===== config.mk =====
export PLATFORM = sky130hd
export DESIGN_NAME = grid_column_sequencer
export DESIGN_NICKNAME = d
export VERILOG_FILES = /design/src/rtl/grid_column_sequencer.sv
export SDC_FILE = /design/constraint.sdc
export NUM_CORES = 1
export LEC_CHECK = 0
export ABC_AREA = 0
export BUFFER_PORTS_ARGS = -buffer_cell sky130_fd_sc_hd__buf_2
export CORE_ASPECT_RATIO = 1.5
export CORE_UTILIZATION = 35
export CTS_CLUSTER_SIZE = 10
export DETAILED_ROUTE_END_ITERATION = 16
export PLACE_DENSITY_LB_ADDON = 0.3
export SKIP_LAST_GASP = 1
export SLEW_MARGIN = 0
export SYNTH_ARGS = -nofsm -noshare
export SYNTH_HDL_FRONTEND = slang
export SYNTH_SLANG_ARGS = --single-unit

===== constraint.sdc =====
create_clock -name clk -period 10.85 [get_ports clk]
set_clock_uncertainty 0.2 [all_clocks]
set_input_delay 0 -clock clk [delete_from_list [all_inputs] [get_ports clk]]
set_output_delay 0 -clock clk [all_outputs]
set_load 0.02 [all_outputs]

===== src/rtl/grid_column_sequencer.sv =====
// Emits the NCOLS evenly spaced x positions between two marker positions, one per
// valid/ready beat, using a single accumulator instead of per-column multiply/divide.
module grid_column_sequencer #(
    parameter int WIDTH     = 10,
    parameter int COLS_LOG2 = 5
) (
    input  logic                 clk,
    input  logic                 rst_n,
    input  logic                 start,
    input  logic [WIDTH-1:0]     first_x,
    input  logic [WIDTH-1:0]     sec_x,
    output logic                 out_valid,
    input  logic                 out_ready,
    output logic [WIDTH-1:0]     x_out,
    output logic [COLS_LOG2-1:0] col_idx,
    output logic                 last,
    output logic                 busy,
    output logic                 done,
    output logic                 err
);
    localparam int AW = WIDTH + COLS_LOG2;
    localparam logic [COLS_LOG2-1:0] K_LAST = '1;

    typedef enum logic {IDLE, RUN} state_e;

    state_e               state_q;
    logic [WIDTH-1:0]     base_q;
    logic [WIDTH-1:0]     diff_q;
    logic [WIDTH-1:0]     x_q;
    logic [AW-1:0]        acc_q;
    logic [COLS_LOG2-1:0] k_q;
    logic                 valid_q;
    logic                 last_q;
    logic                 done_q;
    logic                 err_q;

    logic [AW-1:0]        acc_d;
    logic [COLS_LOG2-1:0] k_d;
    logic                 hs;

    always_comb begin
        hs    = valid_q && out_ready;
        acc_d = acc_q + AW'(diff_q);
        k_d   = k_q + COLS_LOG2'(1);
    end

    // Outputs for beat k+1 are computed from acc_d so they are registered on the handshake.
    always_ff @(posedge clk or negedge rst_n) begin
        if (!rst_n) begin
            state_q <= IDLE;
            base_q  <= '0;
            diff_q  <= '0;
            x_q     <= '0;
            acc_q   <= '0;
            k_q     <= '0;
            valid_q <= 1'b0;
            last_q  <= 1'b0;
            done_q  <= 1'b0;
            err_q   <= 1'b0;
        end else begin
            done_q <= 1'b0;
            err_q  <= 1'b0;
            case (state_q)
                IDLE: begin
                    if (start) begin
                        if (sec_x >= first_x) begin
                            base_q  <= first_x;
                            diff_q  <= sec_x - first_x;
                            acc_q   <= '0;
                            k_q     <= '0;
                            x_q     <= first_x;
                            last_q  <= 1'b0;
                            valid_q <= 1'b1;
                            state_q <= RUN;
                        end else begin
                            err_q <= 1'b1;
                        end
                    end
                end
                RUN: begin
                    if (hs) begin
                        if (k_q == K_LAST) begin
                            valid_q <= 1'b0;
                            last_q  <= 1'b0;
                            done_q  <= 1'b1;
                            state_q <= IDLE;
                        end else begin
                            acc_q  <= acc_d;
                            k_q    <= k_d;
                            x_q    <= base_q + acc_d[AW-1:COLS_LOG2];
                            last_q <= (k_d == K_LAST);
                        end
                    end
                end
                default: state_q <= IDLE;
            endcase
        end
    end

    assign out_valid = valid_q;
    assign x_out     = x_q;
    assign col_idx   = k_q;
    assign last      = last_q;
    assign busy      = (state_q == RUN);
    assign done      = done_q;
    assign err       = err_q;
endmodule


==> Word level (Yosys, flattened, before mapping) <==
Cells that the tools add are included.
{ "word_totals": {"out_inout_bits": 20, "inputBits": 24, "ff_bits": 55, "word_cells": 64} }
{ "classes": {"n_reduce_logical": 5, "n_lt_le_gt_ge": 1, "n_addsub": 4, "eq_ne": 7, "mux": 36, "bitwise": 1} }
{ "op_table": {"columns": ["op", "n"], "rows": [
  ["2-to-1 mux 15 bit", 4],
  ["2-to-1 mux 10 bit", 4],
  ["one-hot mux 15 bit (2 select lines)", 1],
  ["2-to-1 mux 5 bit", 4],
  ["one-hot mux 10 bit (2 select lines)", 1],
  ["2-to-1 mux 1 bit", 18],
  ["adder 15 x 10 -> 15 bit", 1],
  ["adder 10 bit", 1],
  ["== test 5 bit (second input constant)", 2],
  ["greater-or-equal comparator 10 bit", 1],
  ["one-hot mux 5 bit (2 select lines)", 1],
  ["subtractor 10 bit", 1],
  ["AND reduction 4 bit", 2],
  ["!= test 2 bit (second input constant)", 3],
  ["one-hot mux 1 bit (2 select lines)", 3],
  ["AND reduction 3 bit", 2],
  ["adder 5 x 1 -> 5 bit (second input constant)", 1],
  ["!= test 2 x 1 -> 1 bit (second input constant)", 2],
  ["logical AND 1 bit", 1],
  ["NOT 1 bit", 1]
]} }

==> Longest topological paths before layout <==
Gate-level depths: netlist of run 1.
{ "logic_depth": {"depth_word": 5, "depth_mapped": 16, "mapped_depth_nobuf": 16} }

==> Least setup slack after synthesis of run 1 <==
No wires, ideal clock.
{ "synth_path": {"kind": "reg-to-reg", "from": "reg diff_q[0]", "to": "reg x_q[9], in the netlist x_out[9]", "arrival_time_ns": 3.163, "n_path_buf": 0, "required_time_ns": 10.523, "path_stages_with_launch": 16, "slack_ns": 7.361, "setup_time_ns": 0.127, "period_less_slack_ns": 3.489, "path_cell_list": "dfrtp_1 > ha_1 > fa_1 > a211oi_1 > o21a_1 > o21bai_1 > a21oi_1 > xnor2_1 > ha_1 > nand3_1 > o211ai_1 > nand2_1 > o21ai_0 > xor2_1 > xnor2_1 > o21ai_1"} }
{ "synth_via": {"elab_chain_len": 5} }
{ "synth_lines": {"columns": ["element", "line_no", "text"], "rows": [
  ["start, declared", "28", "logic [WIDTH-1:0] diff_q;"],
  ["start signal, assigned", "68", "diff_q <= sec_x - first_x;"],
  ["adder 15 x 10 -> 15 bit", "43", "acc_d = acc_q + AW'(diff_q);"],
  ["adder 10 bit", "90", "x_q <= base_q + acc_d[AW-1:COLS_LOG2];"],
  ["2-to-1 mux 10 bit", "82", "if (k_q == K_LAST) begin"],
  ["2-to-1 mux 10 bit", "81", "if (hs) begin"],
  ["one-hot mux 10 bit (2 select lines)", "63", "case (state_q)"],
  ["end signal, assigned", "71", "x_q <= first_x;"],
  ["end signal, assigned", "90", null],
  ["end, declared", "29", "logic [WIDTH-1:0] x_q;"]
]} }
No other way between the ends. The select of a mux whose other input is x is not followed.
A chain may end at the register's enable or synchronous reset.

==> Final worst setup path of run 1 <==
Same ends and word-level chain as after synthesis.

==> flow_metrics.py, run 1 <==
metrics = {
    "logic_synthesis": {
        "yosys-top-cells-count": "55 x dfrtp_1, 54 x nand2_1, 32 x ha_1, 24 x a21oi_1, 23 x nor2_1",
        "synth_edf_count": 0,
        "synth.yosys.warnings": 0,
        "yosys-top-cells-area": "dfrtp_1 36%, ha_1 11%, nand2_1 5.4%, xnor2_1 3.9%, mux2_1 3.3%",
        "synthFlopType": "dfrtp_1",
        "synth_top_area_frac": 0.364,
        "seq_area_frac_synth": 0.364,
        "synth_area_um2": 3780,
        "syn_inst": 399,
        "avgSynthCellArea_um2": 9.48,
        "synth.most_common_cell": "dfrtp_1",
        "synth_fp_nets": 458,
        "synth_seq_cells": 55,
        "async_reset_ff_frac": 1.00,
        "synth_largest_area_cell": "dfrtp_1",
        "yosysUniqueCellTypes": 62,
    },
    "floorplan": {
        "io_pins": 44,
        "coreArea_um2": 10500,
        "die_width_um": 86.9,
        "start_util": 0.359,
        "num_rows": 46,
        "die_area_um2": 11200,
        "die_h_um": 129,
    },
    "clocking": {
        "ctsHtreeMaxLevel": 2,
        "cts_sinks": 55,
        "cts_tree": "yes",
        "cts_buffers": 5,
        "worstSkewPairLatency_ps": 300,
        "clkSlewWorstSetupHoldPaths_ps": 70,
        "clockBufferDepth": 2,
        "cts_resized": 0,
        "clockRootBuffer": "clkbuf_16",
    },
    "layout": {
        "diodes": 0,
        "fin_area_um2": 4460,
        "finalNonFillerCells": 601,
        "nNetsFinal": 515,
        "post-route-util": 0.424,
        "layout-drive-gt1-share": 0.171,
        "fillers": 1042,
        "syn2layout_area_growth_pct": 18.0,
    },
    "sta": {
        "finalHoldViolations": 0,
        "fin_ws_ps": 7060,
        "setup_viol": 0,
        "rsz0062_at_grt": "false",
        "drv_slew": 0,
        "final.period_utilization": 0.349,
        "hold_slack_ps": 39.2,
        "fmax_mhz": 264,
        "relSlewSlack": 0.367,
        "worstMarginPinSlew_ps": 949,
        "fin_tns_setup_ps": 0,
        "layout_min_cycle_time_ps": 3790,
    },
    "detailed_routing": {
        "wl_per_cell_um": 14.4,
        "num_vias": 3011,
        "wl_um": 8640,
        "viasPerCell": 5.01,
        "first_pass_iters": 11,
        "drt_iter0_markers": 98,
        "drt.antenna.violating_nets": 0,
        "drc_errors": 1,
    },
    "placed_design": {
        "gp_congestion": 0.841,
        "portBuffers": 43,
        "placed_cells": 577,
        "placed_area_um2": 4130,
        "post-dp-hpwl_um": 6370,
        "dp_slack_ps": 7060,
    },
    "job": {
        "drv_cap": 0,
    },
    "critical_path": {
        "path_max_fanout": 4,
        "crit_arrival_ps": 3770,
        "cp.required_ps": 10830,
        "cp-end-kind": "register",
        "critical_path_class": "reg2reg",
        "worstSetupStartpointType": "register",
        "reg2regPathDepth": 15,
    },
    "global_routing": {
        "track_usage": 0.166,
        "antenna_found_initial": 0,
        "grt_pass1_vias": 2979,
        "gr-total-overflow": 0,
        "grt_pass1_wl_um": 14400,
        "grt_max_degree": 56,
    },
    "pwr": {
        "p_leak_nw": 2.10,
        "p_per_area_nw_per_um2": 358,
        "ir_drop_v": 0.000121,
        "power_mw": 1.60,
    },
    "worst_hold_path": {
        "holdPathStages": 4,
        "hp-class": "in2reg",
    },
    "run_status": {
        "violations": "DRC",
        "status": "finished with violations",
    },
}
[path summary, 6_finish.rpt]
kind	start	end	slack (ps)
max	diff_q[0]$_DFFE_PN0P_	x_out[9]$_DFFE_PN0P_	7060
min	sec_x[6]	diff_q[6]$_DFFE_PN0P_	40
max reg2reg	diff_q[0]$_DFFE_PN0P_	x_out[9]$_DFFE_PN0P_	7060
min reg2reg	acc_q[8]$_DFFE_PN0P_	acc_q[8]$_DFFE_PN0P_	270
max in group asynchronous	rst_n	acc_q[6]$_DFFE_PN0P_	9790
min in group asynchronous	rst_n	col_idx[3]$_DFFE_PN0P_	170
[final cells by class]
class / count / area (um2) / share of cell area
Multi-Input combinational cell: 311 / 2260 / 0.505
Sequential cell: 55 / 1380 / 0.308
Timing Repair Buffer: 61 / 390 / 0.0875
Tap cell: 144 / 180 / 0.0404
Clock buffer: 6 / 139 / 0.0311
Inverter: 22 / 82.6 / 0.0185
Clock inverter: 2 / 38.8 / 0.00869
[logic make-up (layout without fill, tap and decap cells)]
family | after synthesis | after routing | share of synthesized area
compound gates | 93 | 93 | 0.171
xor+xnor | 26 | 26 | 0.0602
fa+ha+maj | 35 | 35 | 0.122
buf+inv | 33 | 91 | 0.0394
flops | 55 | 55 | 0.364
mux | 27 | 27 | 0.0771
simple gates | 130 | 130 | 0.167
[layout by cell type (no fill, tap or decap), types with 2 or more instances in the layout]
cell type	count
a211oi_1	2
ha_1	32
xnor2_1	17
xor2_1	9
or2_2	3
nand4_1	3
o21ai_0	17
nor4b_1	2
clkbuf_16	5
a31oi_1	2
mux2_1	11
dfrtp_1	55
inv_1	22
nor2_1	23
buf_4	2
a211oi_2	2
nand2b_1	2
o211ai_1	5
and3_1	2
nand3_1	19
fa_1	3
mux2_2	6
a22o_1	2
a21oi_1	24
mux2i_1	10
o21bai_1	3
nor3_1	5
nand2_1	54
nor2b_1	5
o21ai_1	14
a21o_1	5
nand4b_1	2
dlygate4sd3_1	16
buf_2	43
[routing by layer]
metal | GRT usage | wire length (um) | vias to the layer above
met5 | 0 | 0 | -
met4 | 0.0725 | 299 | 0
met3 | 0.0197 | 194 | 18
met2 | 0.311 | 4660 | 57
met1 | 0.186 | 3480 | 1413
li1 | - | - | 1523
[power breakdown]
group	leakage [nW]	switching [mW]	internal, mW	total [mW]
registers	0.655	0.0785	0.300	0.379
logic	1.36	0.568	0.457	1.03
clock network	0.0875	0.0770	0.116	0.193
[worst max-delay path: stages, from the launching register on]
cell and delay (ps):
dfrtp_1 380, ha_1 250, fa_1 430, a211oi_1 370
o21a_1 240, o21bai_1 90, a21oi_1 180, xnor2_1 110
ha_1 340, nand3_1 90, o211ai_1 280, nand2_1 90
o21ai_0 220, xor2_1 190, xnor2_1 130, o21ai_1 80
[what timing repair did]
item,CTS,global route
endpoints found under the setup margin,0,0
buffers inserted,0,0
endpoints found under the hold margin,81,0
hold buffers,16,0
[sequential cells by signal, indices dropped and copies added, names as in the netlist]
| name | count |
|---|---|
| done | 1 |
| base_q | 10 |
| x_out | 10 |
| out_valid | 1 |
| acc_q | 15 |
| err | 1 |
| diff_q | 10 |
| col_idx | 5 |
| last | 1 |
| busy | 1 |
Power figures use the tool's default switching activity.
==> run 2: changes to the inputs <==
- clock period: 10.85 -> 3.1 ns (I/O delays scaled with it)
==> flow_metrics.py, run 2 (same netlist as run 1, synthesis figures left out) <==
metrics = {
    "layout": {
        "regMostFlops": "acc_q",
        "largest_register_ffs": 15,
        "post-route-util": 0.474,
        "nNetsFinal": 567,
        "diodes": 0,
        "layout-drive-gt1-share": 0.293,
        "syn2layout_area_growth_pct": 32.0,
        "final_common_cell": "dfrtp_1",
        "final_cell_mix": "55 x dfrtp_1, 54 x nand2_1, 51 x buf_4",
    },
    "floorplan": {
        "die_h_um": 129,
        "num_rows": 46,
        "coreArea_um2": 10500,
        "die_area_um2": 11200,
        "start_util": 0.359,
        "io_pins": 44,
        "die_width_um": 86.9,
    },
    "global_routing": {
        "grt_pass1_wl_um": 15000,
        "grt_use_met3": 0.0204,
        "met2_usage": 0.323,
        "track_usage": 0.173,
        "gr-total-overflow": 0,
        "grt_pass1_vias": 3247,
        "met1_usage": 0.194,
        "top_usage_layer": "met2",
        "antenna_found_initial": 0,
        "grt_max_degree": 30,
    },
    "placed_design": {
        "portBuffers": 43,
        "post-dp-hpwl_um": 6850,
        "dp_slack_ps": -435,
        "gp_congestion": 0.784,
    },
    "detailed_routing": {
        "drc_errors": 1,
        "num_vias": 3262,
        "wl_per_cell_um": 14.1,
        "drt.antenna.violating_nets": 0,
        "wl_um": 9180,
        "viasPerCell": 5.00,
        "first_pass_iters": 10,
        "drt_iter0_markers": 116,
    },
    "clocking": {
        "clockBufferDepth": 2,
        "clkSlewWorstSetupHoldPaths_ps": 70,
        "cts_tree": "yes",
        "clockRootBuffer": "clkbuf_16",
        "worstSkewPairLatency_ps": 300,
        "cts_sinks": 55,
        "cts_buffers": 5,
        "ctsHtreeMaxLevel": 2,
    },
    "worst_hold_path": {
        "hp-class": "in2async",
    },
    "critical_path": {
        "cp-end-kind": "register",
        "slowest_delay_ps": 430,
        "critical_path_class": "reg2reg",
        "worstSetupStartpointType": "register",
        "crit_arrival_ps": 3420,
        "crit_slowest_cell": "dfrtp_1",
        "cpLargestDelayFamily": "compound AO/OA/AOI/OAI gates",
        "path_max_fanout": 3,
        "cpMostUsedCell": "a21oi_2",
        "path_cells": "buf_6, fa_2, a211oi_4, o21a_1, o21bai_1, a21oi_2, xnor2_2, ha_1, buf_4, nand3_1, o211ai_1, a21o_1, a21oi_2, xnor2_1, mux2i_1, a21oi_1",
        "cp.buffers_inverters": 2,
        "cp.required_ps": 3080,
    },
    "sta": {
        "drv_slew": 0,
        "relSlewSlack": 0.550,
        "finalHoldViolations": 0,
        "rsz0062_at_grt": "true",
        "layout_min_cycle_time_ps": 3440,
        "fmax_mhz": 291,
        "worstMarginPinSlew_ps": 674,
        "final.period_utilization": 1.11,
        "fin_ws_ps": -342,
        "setup_viol": 7,
    },
    "pwr": {
        "switchingPower_mw": 2.97,
        "seqPwrFrac": 0.187,
        "p_per_area_nw_per_um2": 1390,
        "power_frac_clock": 0.096,
        "p_int_mw": 3.96,
        "p_leak_nw": 2.39,
        "combPwrFrac": 0.717,
        "ir_drop_v": 0.000564,
        "swShare": 0.428,
    },
    "run_status": {
        "status": "finished with violations",
        "violations": "DRC, setup timing",
    },
    "job": {
        "drv_cap": 0,
    },
}
==> run 2: area by class of cell <==
| class | instances | area, um2 |
|---|---|---|
| fill | 1021 | 5540 |
| clock buffer | 5 | 125 |
| tap | 144 | 180 |
| inverter | 22 | 82.6 |
| multi-input combinational | 311 | 2380 |
| sequential | 55 | 1380 |
| clock inverter | 3 | 47.5 |
| timing repair buffer | 113 | 800 |
==> run 2: per-layer routing <==
metal	routed length (um)	vias up
li1	-	1627
met2	4970	48
met1	3750	1572
met4	238	0
met3	219	15
met5	0	-
==> run 2: power groups by stage <==
stage	logic (mW)	registers [mW]	clock network, mW
2_1_floorplan	2.82	1.37	0
3_3_place_gp	4.33	1.30	0
3_5_place_dp	4.41	1.31	0
4_1_cts	4.79	1.30	0.681
5_1_grt	5.47	1.34	0.712
6_report	4.97	1.30	0.668
==> run 2: timing repair <==
action / in CTS / in global routing
pin swaps: 21 / 15
setup endpoints to repair: 8 / 7
gates cloned: 0 / 0
endpoints found under the hold margin: 81 / 0
gates resized for setup: 17 / 6
hold buffers: 17 / 0
setup buffers: 6 / 4
==> run 2: worst paths after layout <==
| check | from | to | slack [ps] | cells after the start |
|---|---|---|---|---|
| max reg2reg | acc_q[1]$_DFFE_PN0P_ | x_out[7]$_DFFE_PN0P_ | -340 | 16 |
| max in group asynchronous | rst_n | acc_q[4]$_DFFE_PN0P_ | 1610 | 3 |
| min reg2reg | last$_DFFE_PN0P_ | last$_DFFE_PN0P_ | 270 | 2 |
| max | acc_q[1]$_DFFE_PN0P_ | x_out[7]$_DFFE_PN0P_ | -340 | 16 |
| min in group clk | sec_x[2] | diff_q[2]$_DFFE_PN0P_ | 50 | 4 |
| min | rst_n | x_out[2]$_DFFE_PN0P_ | 50 | 3 |
==> run 2: metrics by stage <==
step                hold slack [ps]  area, um2  power (mW)  instances  TNS [ps]
floorplan                      -496       3790        4.20        399      -491
global placement               -261       4470        5.63        619     -2000
detailed placement             -259       4470        5.72        619     -2330
CTS                            55.8       4930        6.77        650     -1190
global route                   72.2       4990        7.52        653     -2870
finish                         50.7       4990        6.93        653     -1510
==> run 2: worst reg2reg max path, delay by kind of cell, from the launching register on <==
family                     cells  cell delay, ps
adders and majority gates      2             660
buffers and inverters          2             290
DFF                            1             430
xor gates and xnor gates       2             230
and+or+nand+nor                1              70
AOI/OAI and AO/OA              8            1320
muxes                          1             130
